===== src/rtl/arbitro_memoria.sv =====
// arbitro_memoria: round-robin arbiter and sequencer placing two req/ack
// requesters in front of a single-port register memory with registered read
// data. Addresses at or above PROF are answered with an error ack and never
// reach the memory.
module arbitro_memoria #(
  parameter int DW   = 64,
  parameter int AW   = 6,
  parameter int PROF = 32
) (
  input  logic          clk,
  input  logic          rst,
  input  logic          req0,
  input  logic          we0,
  input  logic [AW-1:0] ads0,
  input  logic [DW-1:0] din0,
  output logic          ack0,
  output logic          err0,
  input  logic          req1,
  input  logic          we1,
  input  logic [AW-1:0] ads1,
  input  logic [DW-1:0] din1,
  output logic          ack1,
  output logic          err1,
  output logic [DW-1:0] rdata,
  output logic          busy,
  output logic [AW-1:0] mem_ads,
  output logic          mem_we,
  output logic [DW-1:0] mem_din,
  input  logic [DW-1:0] mem_dout
);

  typedef enum logic [1:0] {
    IDLE,
    EXEC,
    RESP
  } state_t;

  // One extra bit so that PROF == 2**AW is still representable.
  localparam logic [AW:0] ProfW = (AW+1)'(PROF);

  state_t        state_q, state_d;
  logic          gnt_q, gnt_d;
  logic          we_q, we_d;
  logic          ult_q, ult_d;
  logic          ack0_q, ack0_d;
  logic          ack1_q, ack1_d;
  logic          err0_q, err0_d;
  logic          err1_q, err1_d;
  logic [DW-1:0] rdata_q, rdata_d;
  logic [AW-1:0] mem_ads_q, mem_ads_d;
  logic [DW-1:0] mem_din_q, mem_din_d;

  logic          eff0, eff1;
  logic          pick1;
  logic          sel_we;
  logic [AW-1:0] sel_ads;
  logic [DW-1:0] sel_din;
  logic          out_of_range;

  // A requester is ignored in its own ack cycle so a held req is not
  // accepted twice. On a tie the requester that was not served last wins.
  assign eff0         = req0 & ~ack0_q;
  assign eff1         = req1 & ~ack1_q;
  assign pick1        = eff1 & (~eff0 | ~ult_q);
  assign sel_we       = pick1 ? we1  : we0;
  assign sel_ads      = pick1 ? ads1 : ads0;
  assign sel_din      = pick1 ? din1 : din0;
  assign out_of_range = {1'b0, sel_ads} >= ProfW;

  assign ack0    = ack0_q;
  assign ack1    = ack1_q;
  assign err0    = err0_q;
  assign err1    = err1_q;
  assign rdata   = rdata_q;
  assign busy    = (state_q != IDLE);
  assign mem_ads = mem_ads_q;
  assign mem_din = mem_din_q;
  // Write strobe only in EXEC, and gated by reset so a write caught by reset is dropped.
  assign mem_we  = (state_q == EXEC) & we_q & ~rst;

  // Next-state logic: arbitration in IDLE, memory access in EXEC, read capture in RESP.
  always_comb begin
    state_d   = state_q;
    gnt_d     = gnt_q;
    we_d      = we_q;
    ult_d     = ult_q;
    ack0_d    = 1'b0;
    ack1_d    = 1'b0;
    err0_d    = 1'b0;
    err1_d    = 1'b0;
    rdata_d   = rdata_q;
    mem_ads_d = mem_ads_q;
    mem_din_d = mem_din_q;
    unique case (state_q)
      IDLE: begin
        if (eff0 | eff1) begin
          gnt_d = pick1;
          ult_d = pick1;
          we_d  = sel_we;
          if (out_of_range) begin
            ack0_d  = ~pick1;
            err0_d  = ~pick1;
            ack1_d  = pick1;
            err1_d  = pick1;
            rdata_d = '0;
          end else begin
            mem_ads_d = sel_ads;
            mem_din_d = sel_din;
            state_d   = EXEC;
          end
        end
      end
      EXEC: begin
        if (we_q) begin
          ack0_d  = ~gnt_q;
          ack1_d  = gnt_q;
          state_d = IDLE;
        end else begin
          state_d = RESP;
        end
      end
      RESP: begin
        rdata_d = mem_dout;
        ack0_d  = ~gnt_q;
        ack1_d  = gnt_q;
        state_d = IDLE;
      end
      default: begin
        state_d = IDLE;
      end
    endcase
  end

  // State and output registers; reset abandons any transaction in flight.
  always_ff @(posedge clk) begin
    if (rst) begin
      state_q   <= IDLE;
      gnt_q     <= 1'b0;
      we_q      <= 1'b0;
      ult_q     <= 1'b1;
      ack0_q    <= 1'b0;
      ack1_q    <= 1'b0;
      err0_q    <= 1'b0;
      err1_q    <= 1'b0;
      rdata_q   <= '0;
      mem_ads_q <= '0;
      mem_din_q <= '0;
    end else begin
      state_q   <= state_d;
      gnt_q     <= gnt_d;
      we_q      <= we_d;
      ult_q     <= ult_d;
      ack0_q    <= ack0_d;
      ack1_q    <= ack1_d;
      err0_q    <= err0_d;
      err1_q    <= err1_d;
      rdata_q   <= rdata_d;
      mem_ads_q <= mem_ads_d;
      mem_din_q <= mem_din_d;
    end
  end

endmodule

===== config.mk =====
export PLATFORM = sky130hd
export DESIGN_NAME = arbitro_memoria
export DESIGN_NICKNAME = d
export VERILOG_FILES = /design/src/rtl/arbitro_memoria.sv
export SDC_FILE = /design/constraint.sdc
export NUM_CORES = 1
export LEC_CHECK = 0
export ABC_AREA = 1
export CORE_MARGIN = 1
export CORE_UTILIZATION = 37
export CTS_CLUSTER_DIAMETER = 150
export DETAILED_ROUTE_END_ITERATION = 10
export GPL_TIMING_DRIVEN = 1
export PLACE_DENSITY_LB_ADDON = 0.1
export SYNTH_ARGS = -nofsm -noshare
export SYNTH_HDL_FRONTEND = slang
export SYNTH_SLANG_ARGS = --single-unit

===== constraint.sdc =====
create_clock -name clk -period 1.35 [get_ports clk]
set_input_delay 0.2025 -clock clk [delete_from_list [all_inputs] [get_ports clk]]
set_output_delay 0.2025 -clock clk [all_outputs]
set_load 0.005 [all_outputs]

==> results.yml, run 1 <==
pwr:
  switching_share_pct: 32.4
  p_sw_mw: 5.34
  max-vdd-ir-drop_mv: 1.01
  seqPwrFrac_pct: 31.3
  combPwrFrac_pct: 38.7
  leakage_nw: 6.99
  internal-power_mw: 11.2
  powerDensity_mw_per_mm2: 1240
  power_frac_clock_pct: 30.0
finish:
  drive_gt1_share_pct: 21.2
  nets: 1822
  final_cell_mix: "nand2_1, nor2_1, clkdlybuf4s50_1, inv_1, dlygate4sd2_1"
  nFillCells: 1632
  antenna_cells: 0
  area_growth_pct: 87.1
  final_common_cell: "nand2_1"
outcome:
  violations: "setup timing"
  status: "finished, violations left"
job:
  max_cap_violations: 0
cts:
  clk_pin_slew_ns: 0.06
  root_buffer: "clkbuf_16"
  cts_inserted_buffers: 17
  tritoncts: "yes"
  ctsHoldBuffers: 0
  worstSkewPairLatency_ns: 0.43
  htreeDepth: 4
  numClockSinks: 143
  cts.path.max_buffers: 2
sta:
  period_share_pct: 113
  setup_violations: 136
  setup_tns_ns: -15.19
  setup_ws_ns: -0.178
  slew_headroom_pct: 80.6
  finalHoldViolations: 0
  holdWs_ns: 0.347
  fin_skew_ns: 0.0103
  fmax_ghz: 0.654
  worstMarginPinSlew_ns: 0.291
  post-route-min-period_ns: 1.53
  rsz0062_at_grt: "true"
  slew_viol_final: 0
setup_path:
  crit_required_ns: 1.15
  worstSetupStartpoint: "state_q[0]$_SDFFE_PP0P_"
  endpoint_kind: "primary output"
  cp_max_fo: 2
  worstPathArrival_ns: 1.33
  r2r_start: "state_q[1]$_SDFFE_PP0P_"
  start_kind: "flop"
  crit_type: "reg2out"
min_path:
  min_from: "we0"
  hold_class: "in2reg"
drt:
  dr_total_vias: 8253
  wirelength_um: 26400
  vias_per_cell: 4.44
  wl_per_cell_um: 14.2
  drcViolationCount: 0
  first_pass_iters: 4
  postRouteAntennaNets: 0
  drt_iter0_markers: 262
grt:
  grt_use_total_pct: 24.2
  grt_overflow: 0
  grt_pass1_wl_um: 37100
  grt_antenna_before_repair: 0
  grt_max_degree: 53
  grt_pass1_vias: 7219
yosys:
  synth_seq_cells: 143
  yosysWarnings: 0
  synth.cell_area_mm2: 0.00709
  avgSynthCellArea_um2: 5.77
  postSynthCellCount: 1229
  ys_seq_area_share_pct: 40.4
  synth_cell_types: 20
  syn_nets: 1439
place:
  portBuffers: 349
  hpwl_um: 15800
  routabilityCongestion: 0.762
die:
  chipWidth_um: 140
  coreArea_mm2: 0.0188
  initial_core_util_pct: 37.8
  fp.dieH_um: 140
  num_rows: 50
  ios: 350
  dieArea_mm2: 0.0197
-- critical path: stages, from the launching register on --
cell and delay [ns]:
dfxtp_2 0.34, inv_2 0.04, or2_4 0.23, nor3_2 0.16
buf_2 0.15
-- cell usage after synthesis --
master / count / area, um2
nand2_1: 483 / 1810
nor2_1: 307 / 1150
inv_1: 175 / 657
dfxtp_1: 143 / 2860
buf_2: 29 / 145
clkbuf_1: 25 / 93.8
nand3_1: 20 / 100
a21oi_1: 19 / 95.1
buf_1: 6 / 22.5
buf_6: 4 / 45.0
inv_2: 4 / 15.0
nand2_2: 3 / 18.8
nor3_1: 3 / 15.0
buf_4: 2 / 15.0
a21boi_0: 1 / 7.51
nand4_2: 1 / 12.5
nor2_2: 1 / 6.26
o21ai_0: 1 / 5.00
o21ai_1: 1 / 5.00
or2_2: 1 / 6.26
-- kinds of logic after synthesis --
kind of cell           Yosys count  synth area share (%)
AO/OA/AOI/OAI                   22                  1.59
flip-flops                     143                  40.4
buffers and inverters          245                  14.0
AND/OR/NAND/NOR                819                  44.0
-- area by class of cell --
type	count	area, um2	area share (%)
Multi-Input combinational cell	841	4090	30.8
Clock inverter	12	158	1.19
Inverter	179	682	5.14
Tap cell	234	293	2.21
Clock buffer	20	457	3.44
Sequential cell	143	2880	21.7
Timing Repair Buffer	430	4710	35.5
-- stage by stage --
step	setup slack (ns)	utilization [%]	instances	instance area, um2	power, mW
2_1_floorplan	0.00919	-	1229	7130	7.46
3_3_place_gp	-0.477	58.4	1781	11000	9.78
3_5_place_dp	-0.549	58.4	1781	11000	9.83
4_1_cts	-0.207	65.2	1845	12200	15.4
5_1_grt	-0.262	70.7	1859	13300	17.4
6_report	-0.178	70.7	1859	13300	16.5
-- flip-flops by register name (all words and copies together), names as in the netlist --
signal	flops
ack1	1
we_q	1
ack0	1
ult_q	1
err1	1
gnt_q	1
state_q	2
mem_din	64
err0	1
mem_ads	6
rdata	64
-- worst paths after layout --
kind / cells after the start / end / slack, ns
worst max-delay path: 4 / mem_we / -0.18
worst min-delay path: 3 / we_q$_SDFFE_PP0P_ / 0.35
worst max register to register: 10 / mem_din[6]$_SDFFE_PP0P_ / -0.17
worst min register to register: 1 / state_q[1]$_SDFFE_PP0P_ / 0.43
-- power groups by stage --
stage | registers, mW | logic (mW) | clock network [mW]
4_1_cts | 5.14 | 5.30 | 5.01
6_report | 5.16 | 6.39 | 4.94
5_1_grt | 5.23 | 6.94 | 5.23
3_5_place_dp | 5.23 | 4.60 | 0
3_3_place_gp | 5.21 | 4.57 | 0
2_1_floorplan | 5.27 | 2.19 | 0
-- metal layers --
metal	share of wire, %	wire, um	track usage, %	up-vias
met2	52	13600	44.3	276
met1	39	10400	26.9	3641
li1	-	-	-	4298
met5	0	0	0	-
met3	7.0	1860	6.67	38
met4	1.9	507	8.18	0
-- timing repair --
item	4_1_cts	5_1_grt
setup endpoints to repair	276	141
pin swaps	8	35
setup buffers	19	6
gates cloned	15	14
resized for setup	233	252
(Power assumes the default switching activity.)
==> run 2, diff against run 1 <==
--- a/config.mk
+++ b/config.mk
@@ -5,9 +5,9 @@
 export SDC_FILE = /design/constraint.sdc
 export NUM_CORES = 1
 export LEC_CHECK = 0
-export ABC_AREA = 1
+export ABC_AREA = 0
 export CORE_MARGIN = 1
-export CORE_UTILIZATION = 37
+export CORE_UTILIZATION = 36
 export CTS_CLUSTER_DIAMETER = 150
 export DETAILED_ROUTE_END_ITERATION = 10
 export GPL_TIMING_DRIVEN = 1
==> run 2 against run 1 <==
Net effect:
- the flow still finishes with violations (setup timing)
- area after synthesis shrank 7.6%
- critical path type is now in2reg
- final cell count shrank 32%
- global-route usage grew 1.5 points
- largest power group unchanged
- via count shrank 17%
- non-clock buffer count shrank 5
- first-iteration DRC count grew 5.7%
- utilization shrank 1.5 points
- critical endpoint is now we_q$_SDFFE_PP0P_
- worst hold slack lost 0.21 ns
- fmax shrank 9.0%
==> results.yml, run 2 <==
outcome:
  status: "finished, violations left"
  violations: "setup timing"
pwr:
  p_sw_mw: 4.41
  max-vdd-ir-drop_mv: 0.904
  powerDensity_mw_per_mm2: 1190
  internal-power_mw: 10.1
  seqPwrFrac_pct: 33.4
  combPwrFrac_pct: 34.0
  leakage_nw: 5.02
  switching_share_pct: 30.4
  power_frac_clock_pct: 32.6
sta:
  fmax_ghz: 0.595
  worstMarginPinSlew_ns: 0.472
  slew_headroom_pct: 68.6
  setup_ws_ns: -0.330
  setup_violations: 142
  slew_viol_final: 0
  setup_tns_ns: -29.85
  rsz0062_at_grt: "true"
  fin_skew_ns: 0.0115
  finalHoldViolations: 0
  period_share_pct: 124
  post-route-min-period_ns: 1.68
drt:
  wirelength_um: 26000
  postRouteAntennaNets: 0
  first_pass_iters: 6
  wl_per_cell_um: 20.6
  vias_per_cell: 5.38
  dr_total_vias: 6812
  drt_iter0_markers: 277
  drcViolationCount: 0
yosys:
  synth_mux_area_share_pct: 10.7
  syn_nets: 866
  netlist_top_cells_count: "a21oi_1, dfxtp_1, mux2i_1"
  ys.flop_type: "dfxtp_1"
  synth_xor_area_share_pct: 0
  yosys.area.top_type_share_pct: 43.7
  synth_async_sr_flop_share_pct: 0
  synthSimpleGateAreaFrac_pct: 2.69
  synth_top_cells_by_area: "dfxtp_1, a21oi_1, a211oi_2"
  yosysTopAreaCell: "dfxtp_1"
  avgSynthCellArea_um2: 9.99
  synth_top_family_by_area: "compound AO/OA/AOI/OAI gates"
  postSynthCellCount: 656
  yosysWarnings: 0
  synth.cell_area_mm2: 0.00655
  yosys.area_share.adder_pct: 0
  synth.most_common_cell: "a21oi_1"
  synth_seq_cells: 143
  ys_seq_area_share_pct: 43.7
  synth_cell_types: 33
  synth_compound_area_share_pct: 37.0
  synth_edf_count: 0
cts:
  root_buffer: "clkbuf_16"
  cts.path.max_buffers: 2
  ctsHoldBuffers: 0
  clk_pin_slew_ns: 0.06
  tritoncts: "yes"
  worstSkewPairLatency_ns: 0.43
  cts_inserted_buffers: 17
  numClockSinks: 143
  htreeDepth: 4
setup_path:
  start_kind: "input pin"
  worstPathArrival_ns: 2.01
  critPathSlowestCell: "clkdlybuf4s50_1"
  crit_chain: "clkdlybuf4s50_1 -> nor2b_1 -> buf_4 -> nand2_8 -> buf_12 -> mux2i_2 -> a211oi_1"
  cp_max_fo: 20
  crit_required_ns: 1.68
  cp_top_family: "buffers and inverters"
  crit_type: "in2reg"
  slowest_delay_ns: 0.56
  endpoint_kind: "flop"
  cp_num_buf_inv: 3
die:
  num_rows: 48
  dieArea_mm2: 0.0187
  ios: 350
  fp.dieH_um: 137
  initial_core_util_pct: 37.4
  coreArea_mm2: 0.0175
  chipWidth_um: 137
job:
  max_cap_violations: 0
finish:
  area_growth_pct: 85.3
  final_common_cell: "clkdlybuf4s50_1"
  nets: 1237
  final_cell_mix: "clkdlybuf4s50_1, a21oi_1, dlygate4sd2_1, dfxtp_1, a211oi_2"
  antenna_cells: 0
  drive_gt1_share_pct: 28.1
  fin_area_mm2: 0.0121
place:
  pre_cts_slack_ns: -0.669
  hpwl_um: 15400
  placed_area_mm2: 0.0105
  portBuffers: 349
  routabilityCongestion: 0.807
grt:
  grt_use_total_pct: 25.7
  grt_max_degree: 58
  grt_overflow: 0
  grt_pass1_wl_um: 36800
  grt_antenna_before_repair: 0
  grt_pass1_vias: 6586
min_path:
  hold_class: "in2reg"
## run 2: what timing repair did
item,4_1_cts,5_1_grt
pin swaps,27,29
cloned,13,10
setup buffers,10,4
setup endpoints to repair,278,143
gates resized for setup,207,83
## run 2: power groups by stage
stage | clock network (mW) | registers, mW | logic [mW]
2_1_floorplan | 0 | 4.92 | 1.97
3_3_place_gp | 0 | 4.88 | 3.89
3_5_place_dp | 0 | 4.89 | 3.92
4_1_cts | 4.81 | 4.80 | 4.36
5_1_grt | 4.98 | 4.88 | 5.23
6_report | 4.73 | 4.84 | 4.93
## run 2: final timing paths
kind                                              start                       end  slack [ns]  cells past startpoint
worst max-delay path                               req1         we_q$_SDFFE_PP0P_       -0.33                      7
worst max register to register          ack1$_SDFF_PP0_  mem_din[29]$_SDFFE_PP0P_       -0.30                      7
worst min-delay path                                rst   state_q[1]$_SDFFE_PP0P_        0.13                      4
worst min register to register  mem_ads[5]$_SDFFE_PP0P_   mem_ads[5]$_SDFFE_PP0P_        0.48                      1
## run 2: cells by family after synthesis
group / count (synthesis)
multiplexers: 70
AND/OR/NAND/NOR: 27
AO/OA/AOI/OAI: 341
flip-flops: 143
buffers and inverters: 75
## run 2: area by class of cell
| type | instances | area (um2) |
|---|---|---|
| multi-input combinational | 439 | 3830 |
| clock buffer | 20 | 457 |
| tap | 225 | 282 |
| fill | 1434 | 5400 |
| timing repair buffer | 425 | 4550 |
| inverter | 1 | 3.75 |
| clock inverter | 12 | 135 |
| sequential | 143 | 2880 |
## run 2: tightest hold or removal path, delay by kind of cell
family                 cells  cell delay, ns
buffers and inverters      2            0.17
and+or+nand+nor            2            0.14
## run 2: stage by stage
| step | instances | hold WS (ns) | power, mW | util (%) |
|---|---|---|---|---|
| after floorplan | 656 | 0.375 | 6.89 | - |
| after global placement | 1196 | 0.483 | 8.77 | 59.7 |
| after detailed placement | 1196 | 0.484 | 8.80 | 59.7 |
| after CTS | 1251 | 0.117 | 14.0 | 65.7 |
| after global routing | 1265 | 0.125 | 15.1 | 69.2 |
| final | 1265 | 0.132 | 14.5 | 69.2 |
## run 2: layer usage
metal	up-vias	part of all wire (%)	track usage (%)	wire (um)
li1	3252	-	-	-
met1	3286	41	30.2	10600
met2	242	50	44.3	13000
met5	-	0	0	0
met4	0	1.8	9.16	475
met3	32	7.3	7.44	1910
